**config.mk**
```make
export PLATFORM = sky130hd
export DESIGN_NAME = input_fifo_packet_drop
export DESIGN_NICKNAME = d
export VERILOG_FILES = /design/src/rtl/input_fifo_packet_drop.sv
export SDC_FILE = /design/constraint.sdc
export NUM_CORES = 1
export LEC_CHECK = 0
export ABC_AREA = 0
export CORE_ASPECT_RATIO = 2
export CORE_MARGIN = 1
export CORE_UTILIZATION = 50
export CTS_CLUSTER_DIAMETER = 30
export DETAILED_ROUTE_END_ITERATION = 10
export PLACE_DENSITY = 0.81
export SLEW_MARGIN = 20
export SYNTH_ARGS = -nofsm -noshare
export SYNTH_HDL_FRONTEND = slang
export SYNTH_SLANG_ARGS = --single-unit
export TNS_END_PERCENT = 10
```
**constraint.sdc**
```tcl
create_clock -name clk -period 2.1 [get_ports clk]
set_clock_uncertainty 0.15 [all_clocks]
set_input_delay 0.525 -clock clk [delete_from_list [all_inputs] [get_ports clk]]
set_output_delay 0.525 -clock clk [all_outputs]
set_load 0.05 [all_outputs]
```
**src/rtl/input_fifo_packet_drop.sv**
```systemverilog
// Per-port input FIFO for the credit-based router, with LBDR-driven packet discard.
// Optional head-flit parity checking is built when FIFO_PARITY_CHECK_EN is defined.
module input_fifo_packet_drop #(
  parameter int DATA_WIDTH = 32,
  parameter int FIFO_DEPTH = 4,
  parameter int NoC_size   = 2
) (
  input  logic                  clk,
  input  logic                  reset,
  input  logic [DATA_WIDTH-1:0] RX,
  input  logic                  valid_in,
  input  logic                  read_en_N,
  input  logic                  read_en_E,
  input  logic                  read_en_W,
  input  logic                  read_en_S,
  input  logic                  read_en_L,
  input  logic                  packet_drop_order,
  output logic [DATA_WIDTH-1:0] Data_out,
  output logic [2:0]            flit_type,
  output logic [NoC_size-1:0]   dst_addr,
  output logic                  faulty,
  output logic                  empty,
  output logic                  full,
  output logic                  credit_out
);

  localparam int PTR_W = $clog2(FIFO_DEPTH);
  localparam logic [PTR_W-1:0] PTR_ONE    = {{(PTR_W-1){1'b0}}, 1'b1};
  localparam logic [PTR_W:0]   CNT_ONE    = {{PTR_W{1'b0}}, 1'b1};
  localparam logic [PTR_W:0]   FULL_COUNT = FIFO_DEPTH[PTR_W:0];

`ifdef FIFO_PARITY_CHECK_EN
  function automatic logic parity_odd(input logic [DATA_WIDTH-1:0] word);
    return ^word;
  endfunction
`endif

  logic [DATA_WIDTH-1:0] mem_r [FIFO_DEPTH];
  logic [PTR_W-1:0]      rd_ptr_r;
  logic [PTR_W-1:0]      wr_ptr_r;
  logic [PTR_W:0]        count_r;
  logic                  credit_r;
  logic                  pop_s;
  logic                  write_s;
  logic                  any_read_s;

  // Status flags come from the registered occupancy only
  always_comb begin
    empty = (count_r == {(PTR_W+1){1'b0}});
    full  = (count_r == FULL_COUNT);
  end

  // Pop and write qualification; full is judged before any same-cycle pop
  always_comb begin
    pop_s      = 1'b0;
    write_s    = 1'b0;
    any_read_s = read_en_N | read_en_E | read_en_W | read_en_S | read_en_L;
    if (!empty && (any_read_s || packet_drop_order)) begin
      pop_s = 1'b1;
    end else begin
      pop_s = 1'b0;
    end
    if (valid_in && !full) begin
      write_s = 1'b1;
    end else begin
      write_s = 1'b0;
    end
  end

  // Storage, pointers, occupancy and credit pulse
  always_ff @(posedge clk or negedge reset) begin
    if (!reset) begin
      rd_ptr_r <= {PTR_W{1'b0}};
      wr_ptr_r <= {PTR_W{1'b0}};
      count_r  <= {(PTR_W+1){1'b0}};
      credit_r <= 1'b0;
      for (int i = 0; i < FIFO_DEPTH; i++) begin
        mem_r[i] <= {DATA_WIDTH{1'b0}};
      end
    end else begin
      credit_r <= pop_s;
      if (write_s) begin
        mem_r[wr_ptr_r] <= RX;
        wr_ptr_r        <= wr_ptr_r + PTR_ONE;
      end
      if (pop_s) begin
        rd_ptr_r <= rd_ptr_r + PTR_ONE;
      end
      case ({write_s, pop_s})
        2'b10:   count_r <= count_r + CNT_ONE;
        2'b01:   count_r <= count_r - CNT_ONE;
        default: count_r <= count_r;
      endcase
    end
  end

  // Head flit view for LBDR, combinational from the read pointer
  always_comb begin
    Data_out  = mem_r[rd_ptr_r];
    flit_type = Data_out[DATA_WIDTH-1 -: 3];
    dst_addr  = Data_out[NoC_size:1];
    credit_out = credit_r;
`ifdef FIFO_PARITY_CHECK_EN
    faulty = ~empty & parity_odd(Data_out);
`else
    faulty = 1'b0;
`endif
  end

endmodule
```
==> run metrics <==
outcome complete, but fails checks; violated checks negative setup slack; P&R area growth vs syn 35.1%; number of diodes 0; vias in the first global route 4011; Tmin final 2.49 ns; Cell Area, Synth 6050 µm²; post-synthesis mux area share 36.1%; initial antenna violation count 0; DRT iter0 DRCs 177; Crit Path Class reg -> out; clk_lat worst skew 0.40 ns; length of the first detailed-routing pass in iterations 4; core area 11800 µm²; CTS tree yes; drt drc 0; cell taking the most area after synthesis dfrtp_1; Worst Hold Class reg -> reg; Layout Nets 508; Die ar. 12600 µm²; Worst Setup End Kind output pin; DR vias 3416; worst slack, placed -0.515 ns; Max Slew Vio Count 0; Synth top area share 56.2%; Vias/cell 5.52; post-route ant nets 0; Mapped Avg Cell Area 16.9 µm²; worst path arrival time 1.81 ns; worst-case clock buffer depth 2; fill cell count 740; post-route setup slack -0.388 ns; Mapped Nets 406; Post-Syn Instances 359; H-tree Lvls 4; count of final setup violators 38; Initial Util 51.4%; final hold viol count 0; WL/cell 20.0 µm; boundary pin count 82; CP Data Required Time 1.42 ns; total CTS buffers 17; die height 158 µm; GRT overflow 0; Final period util 118%; # clock sinks 136; CTS root buffer clkbuf_16; dominant cells by area after synthesis dfrtp_1 56%, mux2_2 24%, mux4_2 12%, buf_6 2.2%, ha_1 1.0%; first-pass GRT wire length 20300 µm; die width 79.8 µm; RSZ-0062 raised after global routing yes; final wirelength 12400 µm; row count 56; Clock transition at path regs 0.06 ns; Synth Area in Compound Gates 0.207%; pin count of the biggest net entering global routing 57; Seq/Total Area, Yosys 56.2%; post-synthesis adder-cell area fraction 1.36%; Critical Path Source Type register; CP Max Fanout 9; Synth Area in XOR/XNOR 0.868%; Synthesis Warnings 0; #FFs+latches synth 136; total of max-cap violations 0; gpl congestion 0.729; Post-Synth Simple-Gate Area 1.22%; post-DP HPWL 8170 µm; Reg2Reg Setup Slack 0.12 ns; post-synth cell types 22; share of cells above drive strength 1 58.4%; Tot GR Track Use 22.0%; Max Fclk 0.402 GHz; PortBufs 80; largest family of logic cells by synthesized area multiplexers
## kinds of logic after synthesis
family | after synthesis
other | 1
adder cells (fa/ha/maj) | 6
multiplexers | 162
AO/OA/AOI/OAI | 2
buffers and inverters | 32
XOR/XNOR | 6
AND/OR/NAND/NOR | 14
flip-flops | 136
## metal layers
| metal | wire, µm | GRT usage [%] |
|---|---|---|
| met1 | 4730 | 25.1 |
| met2 | 7130 | 39.8 |
| met3 | 298 | 4.78 |
| met4 | 218 | 7.82 |
| met5 | 0 | 0 |
## synth_stat cells
cell type,number
a211oi_1,1
a21oi_1,1
buf_2,3
buf_4,7
buf_6,12
clkbuf_1,4
conb_1,1
dfrtp_1,136
fa_1,1
ha_1,5
inv_1,6
mux2_2,129
mux2i_1,1
mux4_2,32
nand2_1,4
nand2b_1,1
nor2_1,6
nor3_1,1
nor3b_4,1
nor4_1,1
xnor2_1,3
xor2_1,3
## through the flow
step / TNS [ns] / util [%] / area (µm²) / hold slack (ns) / cells
2_1_floorplan: -2.30 / - / 6090 / 0.0794 / 359
3_3_place_gp: -15.70 / 62.2 / 7320 / 0.215 / 581
3_5_place_dp: -18.30 / 62.2 / 7320 / 0.217 / 581
4_1_cts: -14.43 / 69.3 / 8150 / 0.354 / 618
5_1_grt: -14.99 / 69.4 / 8170 / 0.364 / 619
6_report: -12.87 / 69.4 / 8170 / 0.351 / 619
## area by class of cell
| cell class | instances | area, µm² | area share (%) |
|---|---|---|---|
| clock buffers | 18 | 429 | 5.25 |
| clock inverters | 14 | 223 | 2.72 |
| inverters | 6 | 22.5 | 0.276 |
| multi-input cells | 191 | 2490 | 30.5 |
| flip-flops and latches | 136 | 3410 | 41.7 |
| well taps | 145 | 181 | 2.22 |
| repair buffers | 109 | 1420 | 17.4 |
## flip-flops by register name, summed over array words and instances (netlist names)
signal / cells
mem_r: 128
wr_ptr_r: 2
rd_ptr_r: 2
count_r: 3
credit_out: 1
## critical path: stages, from the launching register on
cell and delay [ns]:
dfrtp_2 0.42, buf_12 0.13, buf_16 0.14, mux4_2 0.55
buf_12 0.17
## repair_timing
| item | in CTS | in global routing |
|---|---|---|
| setup buffers | 2 | 1 |
| endpoints found under the hold margin | 14 | 0 |
| resized for setup | 23 | 6 |
| pin swaps | 1 | 2 |
| gates cloned | 2 | 0 |
| setup endpoints to repair | 40 | 40 |
| hold buffers | 1 | 0 |
## worst paths after layout
path	start	end	cells past startpoint
worst max-delay path	rd_ptr_r[0]	Data_out[3]	4
worst min-delay path	mem_r[32]	mem_r[32]	1
worst max register to register	count_r[1]	count_r[2]	8
worst min register to register	mem_r[32]	mem_r[32]	1
max in group asynchronous	reset	mem_r[121]	3
min in group asynchronous	reset	credit_out	2
## cell usage in the layout (no fill, tap or decap), drive strengths merged, types with 6 or more instances in the layout
cell	Yosys	layout
nor2	6	6
mux2	129	129
inv	6	7
clkbuf	4	18
clkdlybuf4s50	0	35
mux4	32	32
buf	22	69
dfrtp	136	136
Power is not shown: default switching activity piles up to over one toggle a cycle in this logic, so the estimate is an artifact.
